$ cat src/rtl/matriz_scan.sv
// Column scanner for the 5x7 irrigation-panel LED matrix: one column per scan tick,
// showing the glyph of the irrigation mode latched at the last frame boundary.
module matriz_scan #(
   parameter int N_COL       = 5,
   parameter int N_LIN       = 7,
   parameter int SYNC_STAGES = 2,
   parameter bit COL_ACT_LOW = 1'b1
) (
   input  logic             clk,
   input  logic             reset,
   input  logic             freq_matriz,
   input  logic             gotejamento,
   input  logic             aspersao,
   output logic [N_COL-1:0] coluna,
   output logic [N_LIN-1:0] linha,
   output logic [1:0]       modo,
   output logic             frame_done
);

   localparam int                CW       = (N_COL > 1) ? $clog2(N_COL) : 1;
   localparam logic [CW-1:0]     LAST_COL = CW'(N_COL - 1);
   localparam logic [N_COL-1:0]  COL_OFF  = COL_ACT_LOW ? '1 : '0;

   // Glyph columns, entry 0 = leftmost column, bit0 = top row.
   localparam logic [4:0][6:0] G_TAB = {7'h7A, 7'h49, 7'h49, 7'h41, 7'h3E};
   localparam logic [4:0][6:0] A_TAB = {7'h7E, 7'h09, 7'h09, 7'h09, 7'h7E};
   localparam logic [4:0][6:0] X_TAB = {7'h63, 7'h14, 7'h08, 7'h14, 7'h63};

   typedef enum logic [1:0] {IDLE, SHOW, BLANK} state_t;

   // Each stage carries {aspersao, gotejamento, freq_matriz}.
   logic [SYNC_STAGES-1:0][2:0] sync_q;
   logic                        freq_prev_q;
   logic                        freq_s;
   logic [1:0]                  mode_s;
   logic                        tick;

   state_t          state_q;
   logic [CW-1:0]   col_q;

   function automatic logic [N_LIN-1:0] glyph(input logic [1:0] m, input logic [CW-1:0] k);
      logic [6:0] g;
      g = 7'h00;
      case (m)
         2'b01:   g = G_TAB[k];
         2'b10:   g = A_TAB[k];
         2'b11:   g = X_TAB[k];
         default: g = 7'h00;
      endcase
      return N_LIN'(g);
   endfunction

   function automatic logic [N_COL-1:0] col_on(input logic [CW-1:0] k);
      logic [N_COL-1:0] w;
      w = N_COL'(1) << k;
      return COL_ACT_LOW ? ~w : w;
   endfunction

   always_ff @(posedge clk) begin
      if (reset) begin
         sync_q      <= '0;
         freq_prev_q <= 1'b0;
      end else begin
         sync_q      <= {sync_q[SYNC_STAGES-2:0], {aspersao, gotejamento, freq_matriz}};
         freq_prev_q <= freq_s;
      end
   end

   assign freq_s = sync_q[SYNC_STAGES-1][0];
   assign mode_s = sync_q[SYNC_STAGES-1][2:1];
   assign tick   = freq_s & ~freq_prev_q;

   always_ff @(posedge clk) begin
      if (reset) begin
         state_q    <= IDLE;
         col_q      <= '0;
         coluna     <= COL_OFF;
         linha      <= '0;
         modo       <= 2'b00;
         frame_done <= 1'b0;
      end else begin
         frame_done <= 1'b0;
         case (state_q)
            IDLE: begin
               if (tick) begin
                  modo <= mode_s;
                  if (mode_s != 2'b00) begin
                     state_q <= SHOW;
                     col_q   <= '0;
                     coluna  <= col_on('0);
                     linha   <= glyph(mode_s, '0);
                  end
               end
            end
            SHOW: begin
               if (tick) begin
                  state_q <= BLANK;
                  coluna  <= COL_OFF;
                  linha   <= '0;
                  // Frame boundary: the mode for the next frame is taken here.
                  if (col_q == LAST_COL) begin
                     frame_done <= 1'b1;
                     modo       <= mode_s;
                  end
               end
            end
            BLANK: begin
               if (col_q != LAST_COL) begin
                  state_q <= SHOW;
                  col_q   <= col_q + 1'b1;
                  coluna  <= col_on(col_q + 1'b1);
                  linha   <= glyph(modo, col_q + 1'b1);
               end else if (modo != 2'b00) begin
                  state_q <= SHOW;
                  col_q   <= '0;
                  coluna  <= col_on('0);
                  linha   <= glyph(modo, '0);
               end else begin
                  state_q <= IDLE;
                  col_q   <= '0;
               end
            end
            default: state_q <= IDLE;
         endcase
      end
   end

endmodule

$ cat config.mk
export PLATFORM = sky130hd
export DESIGN_NAME = matriz_scan
export DESIGN_NICKNAME = d
export VERILOG_FILES = /design/src/rtl/matriz_scan.sv
export SDC_FILE = /design/constraint.sdc
export NUM_CORES = 1
export LEC_CHECK = 0
export ABC_AREA = 1
export CORE_MARGIN = 1
export CORE_UTILIZATION = 59
export DETAILED_ROUTE_END_ITERATION = 6
export PLACE_DENSITY_LB_ADDON = 0.08
export REMOVE_ABC_BUFFERS = 1
export SYNTH_ARGS = -nofsm -noshare
export SYNTH_HDL_FRONTEND = slang
export SYNTH_SLANG_ARGS = --single-unit
$ cat constraint.sdc
create_clock -name clk -period 2.8 [get_ports clk]
set_input_delay 0.42 -clock clk [delete_from_list [all_inputs] [get_ports clk]]
set_output_delay 0.42 -clock clk [all_outputs]
set_load 0.01 [all_outputs]
; After elaboration in Yosys (flattened, before gate mapping)
; Memories as Yosys holds them, arrays and structs flattened.
; Index checks and enable logic that the tools add are counted.
[word_totals]
romBits = 168
wordCells = 79
mem_count = 3
ff_bits = 27
[op_classes]
n_lt_le_gt_ge = 1
n_eq_ne = 15
shift = 1
addsub = 1
n_bitwise = 5
reduce_logical = 11
n_mux = 33
[mem_list]
columns = memory, words, word_bits, read_ports, rd_ports_with_merged_regs, wr, line
row1 = (no name shown), 8, 7, 1, 0, 0, 47  ; 2'b11: g = X_TAB[k];
row2 = (no name shown), 8, 7, 1, 0, 0, 46  ; 2'b10: g = A_TAB[k];
row3 = (no name shown), 8, 7, 1, 0, 0, 45  ; 2'b01: g = G_TAB[k];
[ops]
columns = cell, count
row1 = $pmux 7 s3, 4
row2 = $mux 7, 8
row3 = $mux 5, 5
row4 = $pmux 5 s3, 1
row5 = $mux 2, 6
row6 = $eq 2x2->1 const B, 5
row7 = $mux 3, 3
row8 = $ne 2x2->1 const B, 4
row9 = $reduce_bool 2->1, 4
row10 = $eq 2x1->1 const B, 3
row11 = $ne 3x3->1 const B, 2
row12 = $pmux 2 s3, 1
row13 = $pmux 3 s2, 1
row14 = $reduce_and 3->1, 2
row15 = $not 5->5, 1
row16 = $reduce_and 5->1, 1
row17 = $shl 1x3->5 const A, 1
row18 = $lt 3x4->1 const B, 1
row19 = $pmux 2 s2, 1
row20 = $reduce_and 4->1, 1
row21 = $add 3x1->3 const B, 1
row22 = $eq 3x3->1 const B, 1
row23 = $mux 1, 3
row24 = $not 1->1, 3
row25 = other kinds (4), 4

; Logic depth before layout (Yosys ltp)
[depth]
ltp_word = 6
ltp_mapped = 11

; Least setup slack after synthesis
; Ideal clock, no wire load.
[synth_timing]
path_kind = reg2reg
from = register col_q[0]
to = register linha[4]
slack_ps = 1197
required_ps = 2689
stages_incl_launch_ff = 12
setup_ps = 111
arrival_ps = 1492
path_buffers = 0
cell_sequence = dfxtp_1 -> ha_1 -> inv_1 -> ha_1 -> inv_1 -> nand2_1 -> nand2_1 -> nand2_1 -> nor2_1 -> nor2_1 -> nor2_1 -> nor2_1
[synth_between]
elab_chain_cells = 6
elab_cells_between_ends = 13
classes_between = 1 x add/sub / 2 x eq/ne / 6 x mux / 1 x reduce/logical / 3 x memory
[synth_lines]
columns = element, line
row1 = start: declaration, 39  ; logic [CW-1:0] col_q;
row2 = start signal: assignment, 110  ; col_q <= col_q + 1'b1;
row3 = $add 3x1->3, 112  ; linha <= glyph(modo, col_q + 1'b1);
row4 = "$mem_v2 8x7, on equally long branches", n/a
row5 = "$mux 7, on equally long branches", "47, 45, 46"
row6 = $pmux 7 s3, 44  ; case (m)
row7 = $mux 7, 108  ; if (col_q != LAST_COL) begin
row8 = $pmux 7 s3, 83  ; case (state_q)
row9 = end signal: assignment, 91  ; linha <= glyph(mode_s, '0);
row10 = end signal: assignment, 112
row11 = end signal: assignment, 117  ; linha <= glyph(modo, '0);
row12 = end: declaration, 15  ; output logic [N_LIN-1:0] linha,
; Several ways; a longest one is shown, not always the timed one. The select of a mux whose other input is x is not followed.
; A chain may end at the register's enable or synchronous reset.

; Final worst setup path
[layout_timing]
from = register col_q[0]
to = register modo[1]
[layout_between]
elab_chain_cells = 3
[layout_lines]
columns = element, line
row1 = $eq 3x3->1, 101  ; if (col_q == LAST_COL) begin
row2 = $ne 2x2->1 (no line), n/a
row3 = $reduce_and 4->1 (no line), n/a
row4 = end signal: assignment, 86  ; modo <= mode_s;
row5 = end signal: assignment, 103  ; modo <= mode_s;
row6 = end: declaration, 16  ; output logic [1:0] modo,
; Every way passes these cells.

==> out/qor.csv <==
metric,value,unit
Port Buffers,19,
routed wire length per instance,11.3,um
Clock Power Share,24.9,%
Register Area,520,um2
Netlist cell types,28,
clock-pin slew on the worst setup and hold paths,140,ps
Rows,18,
first-pass GRT wire length,5520,um
Ports,20,
Seq pwr share,42.5,%
Yosys reg bits,26,
slowest CP cell,dfxtp_1,
Hold Crit Start,sync_q[2],
Setup Buffers After CTS,0,
post-cts resize count,0,
# diodes,0,
grt total ovfl,0,
CTS Hold Bufs,0,
worst-path maximum fanout,18,
share of cells above drive strength 1,8.27,%
die area,0.00307,mm2
Total Routing Usage GR,22.0,%
Least-Margin Pin Slew,494,ps
final setup vio count,0,
RD Place Congestion,0.832,
sequential fraction of the synthesis area,31.0,%
TritonCTS buffer count,3,
Hold Crit Depth,2,
slew margin rel.,67.0,%
Root Buffer,clkbuf_4,
"Net count, final",282,
Multi-input gate area,938,um2
Longest Clk Path Bufs,2,
drt initial violations,61,
Initial Util,64.9,%
H-tree Lvls,1,
CP Capture Type,register,
Avg Synthesized Cell Area,7.13,um2
Synth Warn #,0,
outcome,completed,
vias per cell,5.13,
Sw Ratio,33.0,%
unrepaired setup endpoints after global routing,no,
"most common cell after layout, fill and taps aside",nand2_1,
Pre-Repair DR Iteration Count,4,
Fill cells,220,
"Clk Latency, worst-skew pair",320,ps
post-synthesis cell area,0.00168,mm2
WHS Endpoint,mode_s[1],
Horiz. Die Dim,55.4,um
antenna-violating nets left,0,
Critical Path Start Type,register,
WP data required,3030,ps
final setup TNS,0,ps
FMAX,546,MHz
Die H,55.4,um
DRC viols,0,
R2R setup slack,970,ps
"commonest cells after routing, fill and taps aside","47 x nand2_1, 40 x inv_1, 35 x nor2_1",
worst path arrival time,2060,ps
Tmin final,1830,ps
post-synthesis cell count,236,
total of max-cap violations,0,
hold crit path type,register to register,
clk sinks,26,
vias in the first global route,1285,
NetSw,0.000338,W
PwrDens,538,mW/mm2
largest net degree at the start of global routing,19,
total power,0.00102,W
Worst Skew,6.59,ps
core area,0.00259,mm2
P_leak,0.983,nW
Via Count,1456,
fin crit share,65.5,%
area grow syn2layout,13.2,%
FF-to-FF End,modo[1],
DRT Wirelength,3210,um
Max VDD drop,0.000632,V
initial antenna violation count,0,
Worst path max stage delay,370,ps
combinational share of power,32.6,%
Setup CP Type,register to register,
Slew Limit Fails,0,
endpoints failing hold,0,
CTS tree,yes,
Internal,0.000687,W
path depth of the worst reg2reg path,7,
post-DP HPWL,2440,um
worst-path cell chain,inv_1 -> ha_1 -> nand2_2 -> nand2_1 -> nand4_1 -> o21ai_0 -> a21oi_1,
Reg-to-Reg Start,col_q[0],
-- how the worst max path moves through the flow --
stage          slack [ps]  cells past startpoint  endpoint      from
4_1_cts               950                      7   modo[1]  col_q[0]
6_report              970                      7   modo[1]  col_q[0]
5_1_grt               760                     10  linha[6]  col_q[0]
3_5_place_dp          850                      4   modo[0]     reset
3_3_place_gp          880                      4   modo[0]     reset
2_1_floorplan        1200                     11  linha[4]  col_q[0]
-- metrics by stage --
stage	worst slack, ps	cell area [um2]	instances	hold slack [ps]	util, %
finish	967	1900	284	413	73.5
floorplan	1200	1620	231	388	-
CTS	946	1900	284	417	73.5
global route	758	1900	284	438	73.5
global placement	884	1850	280	392	71.5
detailed placement	849	1850	280	398	71.5
-- area by class of cell --
cell class	instances	area share [%]
multi-input cells	161	49.3
flip-flops and latches	26	27.3
repair buffers	19	9.99
inverters	44	8.67
well taps	30	1.97
clock inverters	1	1.58
clock buffers	3	1.18
-- routing by layer --
metal  up-vias  GRT usage [%]  share of wire [%]
met3         5           4.68                4.7
li1        757              -                  -
met4         0           4.29               0.72
met5         -              0                  0
met2        36           38.4                 48
met1       658           27.9                 46
-- kinds of logic (layout without fill, tap and decap cells) --
group                      Yosys count  in the layout  synth area share [%]
and+or+nand+nor                    111            111                  30.5
buffers and inverters               49             67                  13.2
AOI/OAI and AO/OA                   28             28                  8.93
DFF                                 26             26                  31.0
adders and majority gates           22             22                  16.4
-- power groups by stage --
stage	Clock (W)	Sequential (W)	Combinational, W
2_1_floorplan	0	0.000452	0.000216
3_3_place_gp	0	0.000442	0.000328
3_5_place_dp	0	0.000445	0.000331
4_1_cts	0.000259	0.000436	0.000332
5_1_grt	0.000273	0.000441	0.000377
6_report	0.000256	0.000436	0.000334
-- cells in the mapped netlist (all sizes together) --
master	n	area, um2
o21a	1	7.51
nand4	3	40.0
a21oi	8	40.0
inv	43	161
ha	22	275
dfxtp	26	521
nor4	1	6.26
nand2	55	236
a31oi	4	25.0
clkinv	1	3.75
nor2	38	155
o21ai	14	70.1
nand3	14	75.1
clkbuf	1	13.8
o211ai	1	7.51
buf	4	43.8
-- worst max-delay path, delay by kind of cell, from the launching register on --
family / cells / cell delay, ps
compound gates: 2 / 370
flops: 1 / 370
buf+inv: 1 / 170
simple gates: 3 / 570
fa+ha+maj: 1 / 260
-- flip-flops by register name, summed over array words and instances (netlist names) --
signal and flops:
col_q 3, coluna 5, frame_done 1, freq_prev_q 1, freq_s 1, linha 6
mode_s 2, modo 2, state_q 2, sync_q 3
(Power assumes the default switching activity.)
